===== src/rtl/bnn_pkg.sv =====
// Shared definitions for the BNN result serializer: FSM state encoding,
// default frame/baud parameters and the collector fill-count width.
// Optional build macro used by the design: BNN_TX_PARITY_EN.
package bnn_pkg;

    // Default number of result bits per frame and clocks per serial bit
    localparam int DEF_FRAME_BITS   = 8;
    localparam int DEF_CLKS_PER_BIT = 4;

    // Width of fill_count; holds 0..16
    localparam int FILL_W = 5;

    // Serializer states; PARITY is only visited when BNN_TX_PARITY_EN is set
    typedef enum logic [2:0] {
        ST_IDLE   = 3'd0,
        ST_START  = 3'd1,
        ST_DATA   = 3'd2,
        ST_PARITY = 3'd3,
        ST_STOP   = 3'd4
    } tx_state_t;

    // Bit-timer counter width; a one-clock bit period still needs one bit
    function automatic int timer_width(input int clks);
        return (clks > 1) ? $clog2(clks) : 1;
    endfunction

endpackage


===== src/rtl/bnn_tx_bit_timer.sv =====
// Bit-period timer for the serializer. Counts 0..CLKS_PER_BIT-1 while
// enabled, wraps on its own at the end of each bit period, and is held at
// zero by restart so every state entered from IDLE starts a full period.
// bit_end marks the last clock of the current bit period.
module bnn_tx_bit_timer
    import bnn_pkg::*;
#(
    parameter int CLKS_PER_BIT = DEF_CLKS_PER_BIT,
    localparam int CW = timer_width(CLKS_PER_BIT)
) (
    input  logic          clk,
    input  logic          rst_n,
    input  logic          restart,
    input  logic          enable,
    output logic [CW-1:0] count,
    output logic          bit_end
);

    localparam logic [CW-1:0] LAST = CW'(CLKS_PER_BIT - 1);

    // Free-running period counter, cleared by reset or restart
    always_ff @(posedge clk) begin
        if (!rst_n || restart) begin
            count <= '0;
        end else if (enable) begin
            count <= (count == LAST) ? '0 : count + 1'b1;
        end
    end

    assign bit_end = enable && (count == LAST);

endmodule


===== src/rtl/bnn_result_tx.sv =====
// BNN result transmitter: collects single result bits from a valid/ready
// stream into a FRAME_BITS-wide frame (first bit accepted = frame bit 0)
// and sends each frame on a UART-like line: start 0, data LSB first,
// optional even parity (build macro BNN_TX_PARITY_EN), stop 1.
//
// Handshake: a bit transfers on a rising edge where res_valid and res_ready
// are both high; res_ready is simply "collector not full", so it never
// depends on res_valid. The collector keeps filling while a previous frame
// is on the line and stalls only once it holds a complete frame.
module bnn_result_tx
    import bnn_pkg::*;
#(
    parameter int FRAME_BITS   = DEF_FRAME_BITS,
    parameter int CLKS_PER_BIT = DEF_CLKS_PER_BIT
) (
    input  logic       clk,
    input  logic       rst_n,
    input  logic       res_valid,
    input  logic       res_bit,
    output logic       res_ready,
    output logic       tx_out,
    output logic       tx_busy,
    output logic       frame_done,
    output logic [4:0] fill_count,
    output logic [2:0] fsm_state
);

    localparam int TW = timer_width(CLKS_PER_BIT);

    localparam logic [FILL_W-1:0] FILL_LAST = FILL_W'(FRAME_BITS - 1);
    localparam logic [3:0]        LAST_IDX  = 4'(FRAME_BITS - 1);
    // Timer value one clock before the final clock of STOP (CLKS_PER_BIT >= 2)
    localparam logic [TW-1:0]     STOP_PRE  = TW'((CLKS_PER_BIT > 1) ? CLKS_PER_BIT - 2 : 0);

    // Collector
    logic [FRAME_BITS-1:0] frame_buf;
    logic                  full;
    logic                  accept;
    logic                  handoff;

    // Serializer
    tx_state_t             state;
    logic [FRAME_BITS-1:0] tx_data;
    logic [3:0]            bit_idx;
    logic [TW-1:0]         bit_cnt;
    logic                  bit_end;
`ifdef BNN_TX_PARITY_EN
    logic                  parity_bit;
`endif

    assign res_ready = ~full;
    assign accept    = res_valid && !full;
    assign handoff   = full && (state == ST_IDLE);
    assign fsm_state = state;

    // Collector: shift accepted bits in from the top so the first bit ends up at bit 0
    always_ff @(posedge clk) begin
        if (!rst_n) begin
            frame_buf  <= '0;
            fill_count <= '0;
            full       <= 1'b0;
        end else if (handoff) begin
            full       <= 1'b0;
            fill_count <= '0;
        end else if (accept) begin
            frame_buf  <= {res_bit, frame_buf[FRAME_BITS-1:1]};
            fill_count <= fill_count + 5'd1;
            if (fill_count == FILL_LAST) begin
                full <= 1'b1;
            end
        end
    end

    // Bit timer runs in every non-IDLE state and is held cleared in IDLE
    bnn_tx_bit_timer #(
        .CLKS_PER_BIT (CLKS_PER_BIT)
    ) u_bit_timer (
        .clk     (clk),
        .rst_n   (rst_n),
        .restart (state == ST_IDLE),
        .enable  (state != ST_IDLE),
        .count   (bit_cnt),
        .bit_end (bit_end)
    );

    // Serializer FSM with registered line, busy and frame_done outputs
    always_ff @(posedge clk) begin
        if (!rst_n) begin
            state      <= ST_IDLE;
            tx_out     <= 1'b1;
            tx_busy    <= 1'b0;
            frame_done <= 1'b0;
            tx_data    <= '0;
            bit_idx    <= '0;
`ifdef BNN_TX_PARITY_EN
            parity_bit <= 1'b0;
`endif
        end else begin
            frame_done <= 1'b0;
            case (state)
                ST_IDLE: begin
                    if (handoff) begin
                        state   <= ST_START;
                        tx_data <= frame_buf;
                        tx_out  <= 1'b0;
                        tx_busy <= 1'b1;
`ifdef BNN_TX_PARITY_EN
                        parity_bit <= ^frame_buf;
`endif
                    end
                end
                ST_START: begin
                    if (bit_end) begin
                        state   <= ST_DATA;
                        bit_idx <= '0;
                        tx_out  <= tx_data[0];
                    end
                end
                ST_DATA: begin
                    if (bit_end) begin
                        if (bit_idx == LAST_IDX) begin
`ifdef BNN_TX_PARITY_EN
                            state  <= ST_PARITY;
                            tx_out <= parity_bit;
`else
                            state  <= ST_STOP;
                            tx_out <= 1'b1;
                            // A one-clock stop bit is its own last cycle
                            if (CLKS_PER_BIT == 1) begin
                                frame_done <= 1'b1;
                            end
`endif
                        end else begin
                            // Shift so the next frame bit is always at position 0
                            bit_idx <= bit_idx + 4'd1;
                            tx_data <= tx_data >> 1;
                            tx_out  <= tx_data[1];
                        end
                    end
                end
`ifdef BNN_TX_PARITY_EN
                ST_PARITY: begin
                    if (bit_end) begin
                        state  <= ST_STOP;
                        tx_out <= 1'b1;
                        if (CLKS_PER_BIT == 1) begin
                            frame_done <= 1'b1;
                        end
                    end
                end
`endif
                ST_STOP: begin
                    if (bit_end) begin
                        // A waiting full collector is handed off on the next edge,
                        // which leaves exactly one idle-high cycle between frames
                        state   <= ST_IDLE;
                        tx_busy <= 1'b0;
                        tx_out  <= 1'b1;
                    end else if (bit_cnt == STOP_PRE) begin
                        frame_done <= 1'b1;
                    end
                end
                default: begin
                    state   <= ST_IDLE;
                    tx_out  <= 1'b1;
                    tx_busy <= 1'b0;
                end
            endcase
        end
    end

endmodule


===== config.mk =====
export PLATFORM = sky130hd
export DESIGN_NAME = bnn_result_tx
export DESIGN_NICKNAME = d
export VERILOG_FILES = /design/src/rtl/bnn_pkg.sv /design/src/rtl/bnn_tx_bit_timer.sv /design/src/rtl/bnn_result_tx.sv
export SDC_FILE = /design/constraint.sdc
export NUM_CORES = 1
export LEC_CHECK = 0
export BUFFER_PORTS_ARGS = -buffer_cell sky130_fd_sc_hd__buf_2
export CORE_AREA = 8 8 89 91
export CTS_CLUSTER_DIAMETER = 100
export CTS_CLUSTER_SIZE = 16
export DETAILED_ROUTE_END_ITERATION = 16
export DIE_AREA = 0 0 97 99
export HOLD_SLACK_MARGIN = 0.15
export SLEW_MARGIN = 25
export SYNTH_ARGS = -nofsm -noshare
export SYNTH_HDL_FRONTEND = slang
export SYNTH_SLANG_ARGS = --single-unit
export TNS_END_PERCENT = 1

===== constraint.sdc =====
create_clock -name clk -period 3.9 [get_ports clk]
set_clock_uncertainty 0.15 [all_clocks]
set_input_delay 0.78 -clock clk [delete_from_list [all_inputs] [get_ports clk]]
set_output_delay 0.78 -clock clk [all_outputs]
set_load 0.02 [all_outputs]

# After elaboration in Yosys (flattened, before gate mapping)
# Index checks and enable logic that the tools add are counted.
# word_totals
ff_bits	34
wordCells	76
# classes
add_sub_neg	3
eq_ne	13
muxes	25
n_bitwise	5
reduce_logical	20
# op_table
cell	n
2-to-1 mux 8 bit	3
case mux 8 bit (2 select lines)	1
2-to-1 mux 3 bit	5
2-to-1 mux 4 bit	3
inequality test 2 bit (second input constant)	6
case mux 3 bit (4 select lines)	1
AND reduction 4 bit	3
2-to-1 mux 1 bit	8
case mux 4 bit (2 select lines)	1
adder 5 x 1 -> 5 bit (second input constant)	1
equality test 5 x 3 -> 1 bit (second input constant)	1
inverter 1 bit	5
AND reduction 5 bit	1
adder 4 x 1 -> 4 bit (second input constant)	1
equality test 2 bit (second input constant)	2
equality test 4 x 3 -> 1 bit (second input constant)	1
case mux 1 bit (4 select lines)	1
AND reduction 2 bit	2
nonzero test 2 bit	2
OR reduction 2 bit	2
equality test 3 x 1 -> 1 bit (second input constant)	1
equality test 3 x 2 -> 1 bit (second input constant)	1
equality test 3 bit (second input constant)	1
logical AND 1 bit	3
other kinds (9)	10

# Logic depth before layout (Yosys ltp)
# depth
word_depth	4
ltp_mapped	7
depth_no_buf	5

# By module
# From an unflattened synthesis, not the netlist that was laid out.
# hier_totals
hier_cells	172
area_unflattened_um2	1599.0
# by_module_without_submodules
mod	instances	cells_per_inst	area_each_um2	seq_area_each_um2
bnn_result_tx	1	162	1496.4	640.6
bnn_tx_bit_timer	1	10	102.6	40.0

# Least setup slack after synthesis
# OpenSTA, ideal clock, no wires.
# synth_path
path_kind	reg-to-reg
from	reg u_bit_timer.count[0]
to	reg tx_out
t_arrival_ns	1.527
t_required_ns	3.627
setup_slack_ns	2.099
path_stages_with_launch	7
path_buffers	1
period_less_slack_ns	1.801
cell_sequence	dfxtp_1 > ha_1 > clkbuf_1 > or3b_1 > nor2_1 > nor3_1 > mux2_1
# synth_via
elab_chain_cells	4
elab_cells_between_ends	6
classes_between	4 x eq/ne; 2 x reduce/logical
# synth_rtl
element	line_no	text
start: declaration	bnn_tx_bit_timer.sv:15	output logic [CW-1:0] count,
start signal: assignment	bnn_tx_bit_timer.sv:26	count <= (count == LAST) ? '0 : count + 1'b1;
equality test 2 bit (*)	bnn_tx_bit_timer.sv:30	assign bit_end = enable && (count == LAST);
logical AND 1 bit (*)	bnn_tx_bit_timer.sv:30	
inequality test 2 bit (no source line)	--	
AND reduction 4 bit (no source line) (*)	--	
end signal: assignment	bnn_result_tx.sv:116	tx_out <= tx_data[0];
end signal: assignment	bnn_result_tx.sv:137	tx_out <= tx_data[1];
end: declaration	bnn_result_tx.sv:21	output logic tx_out,
# Every way passes the cells marked *; elsewhere a longest branch is shown, timed or not.
# A chain may end at the register's enable or synchronous reset.

# Worst setup path in the final report
# layout_path
from	reg state[1], in the netlist fsm_state[1]
to	out fsm_state[1]
# layout_lines
element	line_no	text
start: declaration	bnn_result_tx.sv:42	tx_state_t state;
start signal: assignment	bnn_result_tx.sv:89	state <= ST_IDLE;
start signal: assignment	bnn_result_tx.sv:103	state <= ST_START;
start signal: assignment	bnn_result_tx.sv:114	state <= ST_DATA;
end: declaration	bnn_result_tx.sv:25	output logic [2:0] fsm_state
# No word-level cell between the ends.

==> flow_summary.json <==
{
  "met3_usage_pct": 2.59,
  "h-tree-depth": 2,
  "synthCells": 171,
  "synth_fp_nets": 179,
  "slew_headroom_pct": 40.9,
  "routedWlPerCell_um": 11.2,
  "crit_path_max_incr_delay_ps": 900,
  "critical_path_cell_count": 1,
  "synthMostInstantiatedCell": "nand2_1",
  "slowest_stage": "dfxtp_1",
  "start_kind": "flop",
  "leakagePower_nw": 0.733,
  "hold_class": "flop to flop",
  "synth_area_leaders": "dfxtp_1 43%, nand2_1 8.4%, mux2i_1 5.7%",
  "gp_congestion": 0.738,
  "final_cell_count_no_fill": 263,
  "cp_top_family": "flip-flops",
  "yosys_most_used_dff": "dfxtp_1",
  "synth_seq_area_share_pct": 43.3,
  "reg2regPathDepth": 4,
  "synth_cell_types": 41,
  "period_share_pct": 61.8,
  "grt_usage_pct": 6.34,
  "setup_viol": 0,
  "drive_above_1_share_pct": 14.8,
  "status": "finished, final reports clean",
  "start_util_pct": 23.9,
  "drv_cap": 0,
  "fillers": 680,
  "diodes": 0,
  "ant_nets": 0,
  "cts_buffer_depth": 2,
  "drv_slew": 0,
  "clk_pin_slew_ps": 80,
  "dieWidth_um": 97,
  "drt_wl_total_um": 2950,
  "viasPerCell": 4.68,
  "syn_to_final_growth_pct": 15.8,
  "dpl.hpwl_um": 2060,
  "final_util_pct": 27.7,
  "netlist_area_mm2": 0.00157,
  "max_freq_mhz": 415,
  "tightest_slew_ps": 885,
  "dp.cells": 255,
  "vias": 1231,
  "yosysTopAreaCellShare_pct": 43.3,
  "synth_commonest_cells": "35 x nand2_1, 34 x dfxtp_1, 9 x a21boi_0, 9 x mux2i_1, 9 x nor2_1",
  "reg2reg_from": "fsm_state[1]",
  "cts.sinks": 34,
  "hold_path_startpoint": "frame_buf[0]",
  "crit_type": "flop to output pin",
  "cp.required_ps": 2970,
  "top_usage_layer": "met2",
  "syn_avg_cell_area_um2": 9.20,
  "drt_iter0_markers": 62,
  "min_period_ps": 2410,
  "grt_pass1_wl_um": 5110,
  "crit_fanout": 24,
  "timing.rr.end": "bit_idx[3]",
  "path_cells": "buf_2",
  "crit_arrival_ps": 1480,
  "crit_buf_inv": 1,
  "endpoint_kind": "output pin",
  "grt_pass1_vias": 1165,
  "grt_max_degree": 31,
  "postCtsHoldBufs": 0,
  "ys.warnings.count": 0,
  "globalRouteOverflowTotal": 0,
  "dieArea_mm2": 0.00960,
  "post_cts_buffers": 0,
  "use_met1_pct": 7.27,
  "ir_worst_vdd_uv": 180,
  "hold_viol_final": 0,
  "rows": 30,
  "fp.dieH_um": 99,
  "power.total_mw": 0.764,
  "clk_latency_ps": 280,
  "cts_resized": 0,
  "numCtsBuffers": 5,
  "synth-edff-count": 0,
  "antenna_found_initial": 0,
  "holdPathEnd": "frame_buf[0]",
  "cts_root_buf": "clkbuf_8",
  "cts_tree": "built",
  "setup_tns_ps": 0,
  "remaining_drc_errors": 0,
  "coreArea_mm2": 0.00657,
  "first_pass_iters": 4,
  "synth_top_cell_by_area": "dfxtp_1",
  "power.density_mw_per_mm2": 419,
  "synth-seq-cells": 34,
  "io_buffers": 15,
  "rsz0062_at_grt": "no",
  "async_flop_share_pct": 0,
  "final_nets": 190,
  "r2r_slack_ps": 1720,
  "hold_depth": 2,
  "ios": 16,
  "use_met2_pct": 10.1
}
[layout by cell type, fill, tap and decap left out, types with 5 or more instances in the layout]
cell,instances
o211a_1,7
dfxtp_1,34
mux2i_1,9
a21boi_0,9
nor2_1,9
a21oi_1,5
clkbuf_8,5
buf_2,15
nand2_1,35
[metal layers]
metal / up-vias / part of all wire [%]
met3: 2 / 4.4
li1: 622 / -
met4: 0 / 1.1
met5: - / 0
met2: 21 / 45
met1: 586 / 49
[state kept, by name (all words and copies together) (netlist names)]
register / cells
fsm_state: 3
u_bit_timer.count: 2
tx_data: 8
bit_idx: 4
frame_done: 1
frame_buf: 8
fill_count: 5
full: 1
tx_out: 1
tx_busy: 1
[layout make-up]
type	instances	area, um2	area share (%)
clock buffers	5	68.8	3.78
clock inverters	3	68.8	3.78
inverters	3	11.3	0.618
multi-input cells	123	817	44.8
flip-flops and latches	34	681	37.4
well taps	80	100	5.49
repair buffers	15	75.1	4.12
[through the flow]
| stage | worst slack [ps] | hold slack (ps) | instance area, um2 |
|---|---|---|---|
| 3_3_place_gp | 1660 | 301 | 1680 |
| 3_5_place_dp | 1620 | 308 | 1680 |
| 2_1_floorplan | 2100 | 280 | 1570 |
| 4_1_cts | 1470 | 320 | 1820 |
| 6_report | 1490 | 315 | 1820 |
| 5_1_grt | 1340 | 333 | 1820 |
[worst max path at each step]
stage	startpoint	end
after floorplan	u_bit_timer.count[0]	tx_out
after global placement	res_valid	fill_count[4]
after detailed placement	res_valid	fill_count[4]
after CTS	fsm_state[1]	fsm_state[1]
after global routing	fsm_state[1]	fsm_state[1]
final	fsm_state[1]	fsm_state[1]
[logic make-up after synthesis]
group                    count (synthesis)  share of synthesized area (%)
AO/OA/AOI/OAI                           33                           16.5
adder cells (fa/ha/maj)                  4                           3.18
flip-flops                              34                           43.3
AND/OR/NAND/NOR                         72                           23.5
multiplexers                            10                           6.44
buffers and inverters                   14                           4.77
XOR/XNOR                                 4                           2.23
[power by group]
group | total [mW] | internal, mW | switching, mW
sequential | 0.354 | 0.350 | 0.00332
combinational | 0.0249 | 0.00868 | 0.0162
clock | 0.385 | 0.256 | 0.129
total | 0.764 | 0.615 | 0.149
Note: power is estimated with default switching activity, not from simulation.
